===== config.mk =====
export PLATFORM = sky130hd
export DESIGN_NAME = uart_tx_arbiter
export DESIGN_NICKNAME = d
export VERILOG_FILES = /design/src/rtl/uart_tx_arbiter.sv
export SDC_FILE = /design/constraint.sdc
export NUM_CORES = 1
export LEC_CHECK = 0
export ABC_AREA = 1
export BUFFER_PORTS_ARGS = -buffer_cell sky130_fd_sc_hd__buf_2
export CAP_MARGIN = 5
export CORE_ASPECT_RATIO = 1.25
export CORE_MARGIN = 1
export CORE_UTILIZATION = 56
export DETAILED_ROUTE_END_ITERATION = 8
export PLACE_DENSITY = 0.77
export SYNTH_ARGS = -nofsm -noshare
export SYNTH_HDL_FRONTEND = slang
export SYNTH_SLANG_ARGS = --single-unit

===== constraint.sdc =====
create_clock -name Clock -period 2.45 [get_ports Clock]
set_clock_uncertainty 0.05 [all_clocks]
set_input_delay 0.1225 -clock Clock [delete_from_list [all_inputs] [get_ports Clock]]
set_output_delay 0.1225 -clock Clock [all_outputs]
set_load 0.1 [all_outputs]

===== src/rtl/uart_tx_arbiter.sv =====
// Round-robin arbiter that shares one 8N1 serial transmit line among NUM_REQ byte producers.
// Optional even parity bit between data and stop: define UART_TX_ARB_PARITY_EN.
module uart_tx_arbiter #(
  parameter int unsigned NUM_REQ    = 4,
  parameter int unsigned BIT_CYCLES = 5208,
  parameter int unsigned STOP_BITS  = 1
) (
  input  logic                 Clock,
  input  logic                 Reset,
  input  logic [NUM_REQ-1:0]   Req,
  input  logic [8*NUM_REQ-1:0] DataIn,
  output logic [NUM_REQ-1:0]   Ack,
  output logic [NUM_REQ-1:0]   Grant,
  output logic                 SerialOut,
  output logic                 Busy,
  output logic                 FrameDone
);

  localparam int unsigned PtrW = (NUM_REQ > 1) ? $clog2(NUM_REQ) : 1;
  localparam int unsigned CntW = (BIT_CYCLES > 1) ? $clog2(BIT_CYCLES) : 1;

`ifdef UART_TX_ARB_PARITY_EN
  typedef enum logic [2:0] {StIdle, StStart, StData, StParity, StStop} stateType;
`else
  typedef enum logic [1:0] {StIdle, StStart, StData, StStop} stateType;
`endif

  stateType            stateQ, stateD;
  logic [PtrW-1:0]     ptrQ, ptrD;
  logic [PtrW-1:0]     pick, cand;
  logic                pickValid;
  logic [7:0]          pickByte;
  logic [NUM_REQ-1:0]  pickOneHot;
  logic [7:0]          shiftQ, shiftD;
  logic [2:0]          bitIdxQ, bitIdxD;
  logic [CntW-1:0]     cycleQ, cycleD;
  logic                stopIdxQ, stopIdxD;
  logic [NUM_REQ-1:0]  ackD, grantD;
  logic                serialD, busyD, frameDoneD;
  logic                bitWrap, lastStop;
`ifdef UART_TX_ARB_PARITY_EN
  logic                parityQ, parityD;
`endif

  assign bitWrap  = (cycleQ == CntW'(BIT_CYCLES - 1));
  assign lastStop = (stopIdxQ == 1'(STOP_BITS - 1));

  // Round-robin search: first requester with Req set, starting just above the last owner.
  always_comb begin
    pick      = '0;
    cand      = '0;
    pickValid = 1'b0;
    for (int unsigned off = 1; off <= NUM_REQ; off++) begin
      cand = PtrW'((32'(ptrQ) + off) % NUM_REQ);
      if (!pickValid && Req[cand]) begin
        pick      = cand;
        pickValid = 1'b1;
      end
    end
  end

  // Byte and one-hot of the winning requester.
  always_comb begin
    pickByte   = '0;
    pickOneHot = '0;
    for (int unsigned i = 0; i < NUM_REQ; i++) begin
      if (pick == PtrW'(i)) begin
        pickByte      = DataIn[8*i +: 8];
        pickOneHot[i] = 1'b1;
      end
    end
  end

  // State and output registers; reset drives the line idle-high and drops any frame.
  always_ff @(posedge Clock or posedge Reset) begin
    if (Reset) begin
      stateQ    <= StIdle;
      ptrQ      <= PtrW'(NUM_REQ - 1);
      shiftQ    <= '0;
      bitIdxQ   <= '0;
      cycleQ    <= '0;
      stopIdxQ  <= 1'b0;
      Ack       <= '0;
      Grant     <= '0;
      SerialOut <= 1'b1;
      Busy      <= 1'b0;
      FrameDone <= 1'b0;
`ifdef UART_TX_ARB_PARITY_EN
      parityQ   <= 1'b0;
`endif
    end else begin
      stateQ    <= stateD;
      ptrQ      <= ptrD;
      shiftQ    <= shiftD;
      bitIdxQ   <= bitIdxD;
      cycleQ    <= cycleD;
      stopIdxQ  <= stopIdxD;
      Ack       <= ackD;
      Grant     <= grantD;
      SerialOut <= serialD;
      Busy      <= busyD;
      FrameDone <= frameDoneD;
`ifdef UART_TX_ARB_PARITY_EN
      parityQ   <= parityD;
`endif
    end
  end

  // Next-state logic: every non-idle state advances only on a bit-period wrap.
  always_comb begin
    stateD = stateQ;
    unique case (stateQ)
      StIdle:  if (pickValid) stateD = StStart;
      StStart: if (bitWrap) stateD = StData;
      StData: begin
        if (bitWrap && bitIdxQ == 3'd7) begin
`ifdef UART_TX_ARB_PARITY_EN
          stateD = StParity;
`else
          stateD = StStop;
`endif
        end
      end
`ifdef UART_TX_ARB_PARITY_EN
      StParity: if (bitWrap) stateD = StStop;
`endif
      StStop:  if (bitWrap && lastStop) stateD = StIdle;
      default: stateD = StIdle;
    endcase
  end

  // Next values of datapath and registered outputs.
  always_comb begin
    ptrD       = ptrQ;
    shiftD     = shiftQ;
    bitIdxD    = bitIdxQ;
    stopIdxD   = stopIdxQ;
    cycleD     = (stateQ == StIdle || bitWrap) ? '0 : cycleQ + 1'b1;
    ackD       = '0;
    grantD     = Grant;
    serialD    = SerialOut;
    busyD      = Busy;
    frameDoneD = 1'b0;
`ifdef UART_TX_ARB_PARITY_EN
    parityD    = parityQ;
`endif
    unique case (stateQ)
      StIdle: begin
        if (pickValid) begin
          shiftD  = pickByte;
          ackD    = pickOneHot;
          grantD  = pickOneHot;
          ptrD    = pick;
          serialD = 1'b0;
          busyD   = 1'b1;
          cycleD  = '0;
`ifdef UART_TX_ARB_PARITY_EN
          parityD = ^pickByte;
`endif
        end
      end
      StStart: begin
        if (bitWrap) begin
          serialD = shiftQ[0];
          shiftD  = shiftQ >> 1;
          bitIdxD = '0;
        end
      end
      StData: begin
        if (bitWrap) begin
          if (bitIdxQ == 3'd7) begin
`ifdef UART_TX_ARB_PARITY_EN
            serialD  = parityQ;
`else
            serialD  = 1'b1;
`endif
            stopIdxD = 1'b0;
          end else begin
            serialD = shiftQ[0];
            shiftD  = shiftQ >> 1;
            bitIdxD = bitIdxQ + 3'd1;
          end
        end
      end
`ifdef UART_TX_ARB_PARITY_EN
      StParity: begin
        if (bitWrap) begin
          serialD  = 1'b1;
          stopIdxD = 1'b0;
        end
      end
`endif
      StStop: begin
        if (bitWrap) begin
          if (lastStop) begin
            frameDoneD = 1'b1;
            grantD     = '0;
            busyD      = 1'b0;
          end else begin
            stopIdxD = stopIdxQ + 1'b1;
          end
        end
      end
      default: ;
    endcase
  end

endmodule

==> results.json, run 1 <==
{
  "critical-path-max-stage-delay_ns": 0.64,
  "r2r-start": "ptrQ[0]$_DFFE_PP1P_",
  "drt_wl_total_um": 5180,
  "hold_class": "primary input to register",
  "firstDrtPassIters": 4,
  "worst_slack_ns": 0.292,
  "ir_worst_vdd_mv": 0.212,
  "grt_max_degree": 40,
  "place.gp.congestion": 0.859,
  "synth_edf_count": 0,
  "ctsResizeCount": 0,
  "synth_cells": 354,
  "drt-wirelength-per-cell_um": 11.2,
  "core_area_sq_um": 4460,
  "fp.dieW_um": 63.2,
  "p_sw_share_pct": 21.7,
  "power_frac_comb_pct": 9.9,
  "cts_buffers": 5,
  "fmax_ghz": 0.463,
  "async_flop_share_pct": 100,
  "diodes": 0,
  "rsz0062_at_grt": "false",
  "vias_per_cell": 4.95,
  "fin_hold_ws_ns": 0.0944,
  "postPlaceCellArea_sq_um": 2880,
  "synthFlopType": "dfrtp_1",
  "clkTransAtPathRegs_ns": 0.08,
  "syn_to_final_growth_pct": 15.4,
  "critPathTopFamily": "simple AND/OR/NAND/NOR gates",
  "intPower_mw": 1.11,
  "crit_type": "register to register",
  "busiest_layer": "met2",
  "hold_viol": 0,
  "seqPwrFrac_pct": 45.5,
  "ant_nets": 0,
  "final_cell_mix": "nand2_1 (111), inv_1 (53), buf_2 (48)",
  "p_sw_mw": 0.306,
  "finalCritPeriodShare_pct": 88.1,
  "fin_setup_tns_ns": 0,
  "worst_ep_arrival_time_ns": 2.34,
  "cts-root-buf": "clkbuf_8",
  "netlist_area_sq_um": 2620,
  "met2_usage_pct": 40.6,
  "p_leak_nw": 1.66,
  "critical_path.startpoint": "ptrQ[0]$_DFFE_PP1P_",
  "htree_levels": 2,
  "finalSetupViolCount": 0,
  "synth_seq_cells": 39,
  "post-place-ws_ns": 0.297,
  "syn-num-nets": 401,
  "grt_use_met3_pct": 3.78,
  "critical-path-slowest-cell": "dfstp_2",
  "row_count": 27,
  "nets": 452,
  "post-dp-hpwl_um": 4020,
  "layout_commonest_cell": "nand2_1",
  "grt_util_met1_pct": 28.2,
  "tightest_slew_ns": 0.480,
  "io_buffer_count": 48,
  "start_kind": "register",
  "clock_path_buffers": 2,
  "min_from": "DataIn[9]",
  "drc_errors": 0,
  "start_util_pct": 58.8,
  "power_frac_clock_pct": 44.6,
  "timing.critical_path.fanout_max": 22,
  "grt.overflow.total": 0,
  "worst_ep_required_time_ns": 2.63,
  "drv_slew": 0,
  "grt_antenna_before_repair": 0,
  "globalRouteTotalUtil_pct": 23.0,
  "die_y_um": 78.5,
  "drt_iter0_drc": 124,
  "status": "completed",
  "crit_path_end_kind": "register",
  "ctsHoldBuffers": 1,
  "clk_latency_ns": 0.29,
  "path_cells": "inv_6 > nand2_1 > nand2_1 > nand2_2 > nand2_4 > inv_2 > nand3_1 > nand2_2 > nand2_4 > nor2_2 > nand2_1 > nand3_1 > nand2_1 > nand2_1",
  "tritoncts": "built",
  "cts_setup_buffers": 0,
  "final_util_pct": 67.8,
  "ys_seq_area_share_pct": 37.4,
  "io_pins": 49,
  "cp_common_cell": "nand2_1",
  "design_area_sq_um": 3020,
  "max-cap-violations": 0,
  "num_vias": 2299,
  "slew_headroom_pct": 67.7,
  "critPathBufInv": 2,
  "first_global_vias": 2090,
  "clock_sinks": 39,
  "ys_warn_count": 0,
  "layout_min_cycle_time_ns": 2.16,
  "powerDensity_nw_per_um2": 467,
  "grt_first_pass_wirelength_um": 9100,
  "dieArea_sq_um": 4960,
  "drive_above_1_share_pct": 22.9,
  "avgSynthCellArea_sq_um": 7.40,
  "synth_cell_type_count": 35
}
worst min-delay path: cells and delay by family:
family	cells	cell delay (ns)
AND/OR/NAND/NOR	4	0.21
buffers and inverters	1	0.08
Yosys cell counts (2+ instances only):
library cell  count  area, sq um
a21o_1            6         45.0
a21oi_1          10         50.1
a31oi_1           2         12.5
buf_6             3         33.8
dfrtp_1          36          901
dfstp_2           3         78.8
ha_1              9          113
inv_1            53          199
inv_2             6         22.5
nand2_1         111          417
nand2_2          10         62.6
nand2_4           6         67.6
nand3_1          24          120
nand3b_1          4         30.0
nand4_1           3         18.8
nor2_1           15         56.3
nor2_4            3         33.8
nor2_8            3         60.1
nor3_1            6         30.0
nor4_1            5         31.3
o211ai_1          3         22.5
o21ai_0          11         55.1
o21ai_1          10         50.1
power by group through the flow:
stage / registers (mW) / logic [mW] / clock network [mW]
finish: 0.643 / 0.140 / 0.630
detailed placement: 0.656 / 0.140 / 0
global route: 0.643 / 0.157 / 0.666
global placement: 0.656 / 0.139 / 0
CTS: 0.643 / 0.141 / 0.640
floorplan: 0.656 / 0.0986 / 0
state kept, by name, summed over array words and instances (netlist names):
register,count
ptrQ,2
Grant,4
shiftQ,8
bitIdxQ,3
Busy,1
Ack,4
cycleQ,13
FrameDone,1
SerialOut,1
stateQ,2
kinds of logic after synthesis:
kind of cell	synth area share, %
simple gates	37.2
fa+ha+maj	4.30
flops	37.4
xor+xnor	0.334
compound gates	9.65
buf+inv	11.1
worst paths after layout:
| path | endpoint | slack (ns) | depth (start not counted) |
|---|---|---|---|
| hold reg to reg | cycleQ[0]$_DFF_PP0_ | 0.42 | 1 |
| setup reg to reg | shiftQ[5]$_DFFE_PP0P_ | 0.29 | 14 |
| min in group asynchronous | cycleQ[5]$_DFF_PP0_ | 0.44 | 4 |
| hold / removal | shiftQ[1]$_DFFE_PP0P_ | 0.09 | 5 |
| max in group asynchronous | SerialOut$_DFFE_PP1P_ | 1.55 | 4 |
| setup / recovery | shiftQ[5]$_DFFE_PP0P_ | 0.29 | 14 |
metal layers:
layer  up-vias  part of all wire (%)
met5         -                     0
met4         0                   1.2
met3         5                   3.7
met2        45                    50
met1      1030                    45
li1       1219                     -
final cells by class:
cell class	count	area [sq um]
Clock inverter	2	60.1
Multi-Input combinational cell	249	1350
Inverter	60	230
Tap cell	58	72.6
Fill cell	404	1440
Sequential cell	39	980
Clock buffer	6	72.6
Timing Repair Buffer	50	258
per-stage QoR:
stage / power (mW) / cells
2_1_floorplan: 0.755 / 354
3_3_place_gp: 0.795 / 455
3_5_place_dp: 0.796 / 455
4_1_cts: 1.42 / 464
5_1_grt: 1.47 / 464
6_report: 1.41 / 464
No activity file was read; power rests on OpenSTA's default activity.
==> run 2: changes to the inputs <==
--- a/config.mk
+++ b/config.mk
@@ -5,14 +5,14 @@
 export SDC_FILE = /design/constraint.sdc
 export NUM_CORES = 1
 export LEC_CHECK = 0
-export ABC_AREA = 1
 export BUFFER_PORTS_ARGS = -buffer_cell sky130_fd_sc_hd__buf_2
 export CAP_MARGIN = 5
 export CORE_ASPECT_RATIO = 1.25
 export CORE_MARGIN = 1
-export CORE_UTILIZATION = 56
+export CORE_UTILIZATION = 54
 export DETAILED_ROUTE_END_ITERATION = 8
-export PLACE_DENSITY = 0.77
+export PLACE_DENSITY = 0.76
+export SLEW_MARGIN = 20
 export SYNTH_ARGS = -nofsm -noshare
 export SYNTH_HDL_FRONTEND = slang
 export SYNTH_SLANG_ARGS = --single-unit
==> run 2 against run 1 <==
  * Critical endpoint is now shiftQ[6]$_DFFE_PP0P_
  * First-iteration DRC count is 15% higher
  * Via count is 19% lower
  * Cell area is 12% lower
  * Register-to-register slack worse by 0.03 ns
  * Sequential share of layout area is 4.3 points higher
  * Largest cell class unchanged
  * Combinational power is 29% lower
  * Die area is 10% lower
  * Maximum frequency is 1.4% lower
  * Highest routed layer unchanged
  * Largest power group unchanged
==> results.json, run 2 <==
{
  "core_area_sq_um": 3880,
  "tightest_slew_ns": 0.603,
  "worst_slack_ns": 0.261,
  "drt_iter0_drc": 143,
  "syn-num-nets": 283,
  "largest_register_ffs": 13,
  "synth_cell_type_count": 45,
  "async_flop_share_pct": 100,
  "worst_ep_required_time_ns": 2.58,
  "p_leak_nw": 1.34,
  "drt_wl_total_um": 4560,
  "worst_ep_arrival_time_ns": 2.32,
  "layout_commonest_cell": "buf_2",
  "final_cells": 342,
  "fill_cells": 330,
  "finalCritPeriodShare_pct": 89.4,
  "final_cell_mix": "buf_2 (48), dfrtp_1 (36), nand2_1 (26)",
  "dp_cells": 333,
  "clock_path_buffers": 2,
  "drc_errors": 0,
  "finalSetupViolCount": 0,
  "synth_edf_count": 0,
  "diodes": 0,
  "top_regs": "cycleQ (13), shiftQ (8)",
  "die_y_um": 74.3,
  "io_buffer_count": 48,
  "io_pins": 49,
  "yosysTopAreaCell": "dfrtp_1",
  "ys_warn_count": 0,
  "row_count": 25,
  "place.gp.congestion": 0.779,
  "netlist_area_sq_um": 2260,
  "cts_setup_buffers": 0,
  "avgSynthCellArea_sq_um": 9.56,
  "synth_top_area_share_pct": 39.9,
  "critical-path-max-stage-delay_ns": 0.60,
  "cts-root-buf": "clkbuf_8",
  "hold_viol": 0,
  "grt.overflow.total": 0,
  "drv_slew": 0,
  "num_vias": 1856,
  "nets": 334,
  "synth_common_cells": "dfrtp_1 (36), nand2_1 (26), nor2_1 (20)",
  "worst-r2r-cell-count": 5,
  "slew_headroom_pct": 59.8,
  "clkTransAtPathRegs_ns": 0.08,
  "synthMostInstantiatedCell": "dfrtp_1",
  "ys_seq_area_share_pct": 43.4,
  "layout_min_cycle_time_ns": 2.19,
  "drive_above_1_share_pct": 26.4,
  "ir_worst_vdd_mv": 0.306,
  "syn_to_final_growth_pct": 18.2,
  "fp.dieW_um": 59.8,
  "ant_nets": 0,
  "critical-path-slowest-cell": "dfstp_2",
  "grt_max_degree": 40,
  "design_area_sq_um": 2670,
  "clk_latency_ns": 0.29,
  "path_cells": "mux2i_1 > o22ai_1 > a21o_1 > nor3_1 > o32a_2",
  "synth_seq_cells": 39,
  "dieArea_sq_um": 4440,
  "tritoncts": "built",
  "grt_antenna_before_repair": 0,
  "crit_path_end_kind": "register",
  "timing.critical_path.fanout_max": 10,
  "postPlaceCellArea_sq_um": 2540,
  "cts_buffers": 5,
  "final_util_pct": 68.8,
  "max-cap-violations": 0,
  "synth_cells": 236,
  "fmax_ghz": 0.457,
  "fin_setup_tns_ns": 0,
  "whs_path_depth": 3,
  "rsz0062_at_grt": "false",
  "status": "completed",
  "clock_sinks": 39,
  "globalRouteTotalUtil_pct": 22.6,
  "start_kind": "register",
  "crit_type": "register to register",
  "first_global_vias": 1755,
  "htree_levels": 2,
  "start_util_pct": 58.2,
  "hold_class": "primary input to register",
  "regMostFlops": "cycleQ",
  "drt-wirelength-per-cell_um": 13.3,
  "firstDrtPassIters": 4,
  "vias_per_cell": 5.43,
  "post-place-ws_ns": 0.0232,
  "synthFlopType": "dfrtp_1",
  "powerDensity_nw_per_um2": 487,
  "post-dp-hpwl_um": 3280,
  "grt_first_pass_wirelength_um": 7530,
  "synth_area_leaders": "dfrtp_1 (40%), mux2i_1 (6.7%), ha_1 (5.0%)"
}
==> run 2: layout make-up <==
type                    count  area [sq um]  share of cell area (%)
well taps                  54          67.6                    2.53
multi-input cells         173          1160                    43.6
inverters                  14          52.6                    1.97
repair buffers             54           288                    10.8
flip-flops and latches     39           980                    36.7
clock inverters             2          35.0                    1.31
clock buffers               6          82.6                    3.10
==> run 2: worst max-delay path: cells and delay by family (launching register included) <==
kind	cells	cell delay [ns]
flip-flops	1	0.60
multiplexers	1	0.09
AO/OA/AOI/OAI	3	1.23
AND/OR/NAND/NOR	1	0.10
==> run 2: timing repair <==
action,4_1_cts,5_1_grt
endpoints found under the hold margin,36,0
gates resized for setup,1,0
endpoints found under the setup margin,1,0
hold buffers,1,0
==> run 2: routing by layer <==
layer / routed length [um] / up-vias / track usage (%)
met5: 0 / - / 0
met4: 38 / 0 / 7.49
met3: 154 / 4 / 5.91
met2: 2340 / 40 / 38.3
met1: 2030 / 877 / 27.7
li1: - / 935 / -
==> run 2: report_power, final <==
group          switching [mW]  internal (mW)
registers                   0          0.643
clock network           0.225          0.330
logic                  0.0538         0.0462
==> run 2: final timing paths <==
check                                 startpoint                    end  slack (ns)
max reg2reg                  ptrQ[1]$_DFFE_PP1P_  shiftQ[6]$_DFFE_PP0P_        0.26
max in group asynchronous                  Reset    ptrQ[0]$_DFFE_PP1P_        1.56
min reg2reg                SerialOut$_DFFE_PP1P_  SerialOut$_DFFE_PP1P_        0.43
max                          ptrQ[1]$_DFFE_PP1P_  shiftQ[6]$_DFFE_PP0P_        0.26
min                                   DataIn[31]  shiftQ[7]$_DFFE_PP0P_        0.21
min in group asynchronous                  Reset  shiftQ[3]$_DFFE_PP0P_        0.43
==> run 2: stage by stage <==
step | power (mW) | hold slack [ns]
after global placement | 0.755 | 0.212
after global routing | 1.36 | 0.204
final | 1.30 | 0.208
after CTS | 1.31 | 0.206
after detailed placement | 0.756 | 0.219
after floorplan | 0.710 | 0.275
==> run 2: cell families after synthesis <==
logic type / after synthesis / share of synthesized area (%)
AO/OA/AOI/OAI: 43 / 14.1
XOR/XNOR: 11 / 4.27
adder cells (fa/ha/maj): 9 / 4.99
buffers and inverters: 24 / 5.10
flip-flops: 39 / 43.4
multiplexers: 16 / 7.15
AND/OR/NAND/NOR: 94 / 20.9
==> run 3: changes to the inputs <==
--- a/config.mk
+++ b/config.mk
@@ -12,6 +12,7 @@
 export CORE_UTILIZATION = 54
 export DETAILED_ROUTE_END_ITERATION = 8
 export PLACE_DENSITY = 0.76
+export RECOVER_POWER = 25
 export SLEW_MARGIN = 20
 export SYNTH_ARGS = -nofsm -noshare
 export SYNTH_HDL_FRONTEND = slang
==> run 3 against run 2 <==
  * Cell area hardly changed
  * Clock-buffer cell count stayed put
  * Critical path depth stayed put
  * Clock power hardly changed
  * Critical path type unchanged
  * Largest power group unchanged
  * Highest routed layer unchanged
==> results.json, run 3 (same netlist as run 2, synthesis figures left out) <==
{
  "status": "completed",
  "htree_levels": 2,
  "cts-root-buf": "clkbuf_8",
  "globalRouteTotalUtil_pct": 22.6,
  "finalCritPeriodShare_pct": 89.3,
  "grt.overflow.total": 0,
  "fin_setup_tns_ns": 0,
  "path_cells": "mux2i_1 > o22ai_1 > a21o_1 > nor3_1 > o32a_2",
  "p_sw_share_pct": 21.4,
  "hold_viol": 0,
  "tritoncts": "built",
  "cts_setup_buffers": 0,
  "r2r-start": "ptrQ[1]$_DFFE_PP1P_",
  "grt_antenna_before_repair": 0,
  "io_pins": 49,
  "grt_first_pass_wirelength_um": 7530,
  "fill_cells": 330,
  "row_count": 25,
  "crit_type": "register to register",
  "critical-path-slowest-cell": "dfstp_2",
  "dp_cells": 333,
  "power_frac_clock_pct": 42.7,
  "worst_slack_ns": 0.261,
  "start_util_pct": 58.2,
  "drive_above_1_share_pct": 26.4,
  "critical_path.startpoint": "ptrQ[1]$_DFFE_PP1P_",
  "slew_headroom_pct": 37.7,
  "final_cell_mix": "buf_2 (48), dfrtp_1 (36), nand2_1 (26)",
  "ant_nets": 0,
  "drt-wirelength-per-cell_um": 13.3,
  "num_vias": 1856,
  "vias_per_cell": 5.43,
  "final_cells": 342,
  "clkTransAtPathRegs_ns": 0.08,
  "dieArea_sq_um": 4440,
  "hold_class": "primary input to register",
  "drv_slew": 0,
  "whs_path_depth": 3,
  "intPower_mw": 1.02,
  "rsz0062_at_grt": "false",
  "die_y_um": 74.3,
  "top_regs": "cycleQ (13), shiftQ (8)",
  "max-cap-violations": 0,
  "layout_commonest_cell": "buf_2",
  "power_frac_comb_pct": 7.7,
  "nets": 334,
  "p_leak_nw": 1.34,
  "layout_min_cycle_time_ns": 2.19,
  "start_kind": "register",
  "worst-r2r-cell-count": 5,
  "seqPwrFrac_pct": 49.6,
  "worst-path-stages": 5,
  "critical-path-max-stage-delay_ns": 0.60,
  "p_sw_mw": 0.278,
  "min_from": "DataIn[31]",
  "place.gp.congestion": 0.779,
  "worst_ep_required_time_ns": 2.58,
  "clock_path_buffers": 2,
  "clock_sinks": 39,
  "drt_wl_total_um": 4550,
  "finalSetupViolCount": 0,
  "worst_ep_arrival_time_ns": 2.32,
  "syn_to_final_growth_pct": 18.1,
  "critPathTopFamily": "compound AO/OA/AOI/OAI gates",
  "post-dp-hpwl_um": 3280,
  "drc_errors": 0,
  "tightest_slew_ns": 0.934,
  "fmax_ghz": 0.457,
  "firstDrtPassIters": 4,
  "critPathBufInv": 0,
  "core_area_sq_um": 3880,
  "drt_iter0_drc": 143,
  "diodes": 0,
  "regMostFlops": "cycleQ",
  "ir_worst_vdd_mv": 0.306,
  "crit_path_end_kind": "register",
  "post-place-ws_ns": 0.0232,
  "timing.critical_path.fanout_max": 10,
  "cts_buffers": 5,
  "io_buffer_count": 48,
  "largest_register_ffs": 13,
  "fp.dieW_um": 59.8,
  "clk_latency_ns": 0.29,
  "grt_max_degree": 40,
  "first_global_vias": 1755,
  "powerDensity_nw_per_um2": 486
}
-- run 3: metal layers --
metal / wire, um / part of all wire, % / up-vias / track usage (%)
met4: 38 / 0.83 / 0 / 7.49
met3: 158 / 3.5 / 4 / 5.91
li1: - / - / 935 / -
met5: 0 / 0 / - / 0
met2: 2340 / 51 / 44 / 38.3
met1: 2020 / 44 / 873 / 27.7
-- run 3: what timing repair did --
action | in CTS | in global routing
setup endpoints to repair | 1 | 0
hold buffers | 1 | 0
hold endpoints to repair | 36 | 0
resized for setup | 1 | 0
-- run 3: area by class of cell --
| class | instances | area [sq um] | area share, % |
|---|---|---|---|
| inverter | 14 | 52.6 | 1.97 |
| sequential | 39 | 980 | 36.8 |
| timing repair buffer | 54 | 285 | 10.7 |
| tap | 54 | 67.6 | 2.54 |
| clock inverter | 2 | 35.0 | 1.31 |
| clock buffer | 6 | 82.6 | 3.10 |
| multi-input combinational | 173 | 1160 | 43.6 |
-- run 3: final timing paths --
check,endpoint,slack (ns)
min in group asynchronous,shiftQ[3]$_DFFE_PP0P_,0.61
max in group asynchronous,cycleQ[8]$_DFF_PP0_,1.16
setup / recovery,shiftQ[6]$_DFFE_PP0P_,0.26
hold / removal,shiftQ[7]$_DFFE_PP0P_,0.21
hold reg to reg,SerialOut$_DFFE_PP1P_,0.43
setup reg to reg,shiftQ[6]$_DFFE_PP0P_,0.26
-- run 3: power groups by stage --
stage	Clock [mW]	Combinational, mW	Sequential [mW]
after floorplan	0	0.0544	0.656
after global placement	0	0.0992	0.656
after detailed placement	0	0.100	0.656
after CTS	0.570	0.102	0.643
after global routing	0.605	0.110	0.643
final	0.553	0.0993	0.644
-- run 3: worst min-delay path, stage by stage --
cell,delay (ns)
buf_2,0.08
a211oi_1,0.06
o32ai_1,0.24
-- run 3: stage by stage --
stage          hold WS, ns  area (sq um)  util [%]  total power, mW
2_1_floorplan        0.275          2260         -            0.710
3_3_place_gp         0.212          2540      65.5            0.755
3_5_place_dp         0.219          2540      65.5            0.756
4_1_cts              0.206          2670      68.8             1.31
5_1_grt              0.204          2670      68.7             1.36
6_report             0.210          2670      68.7             1.30
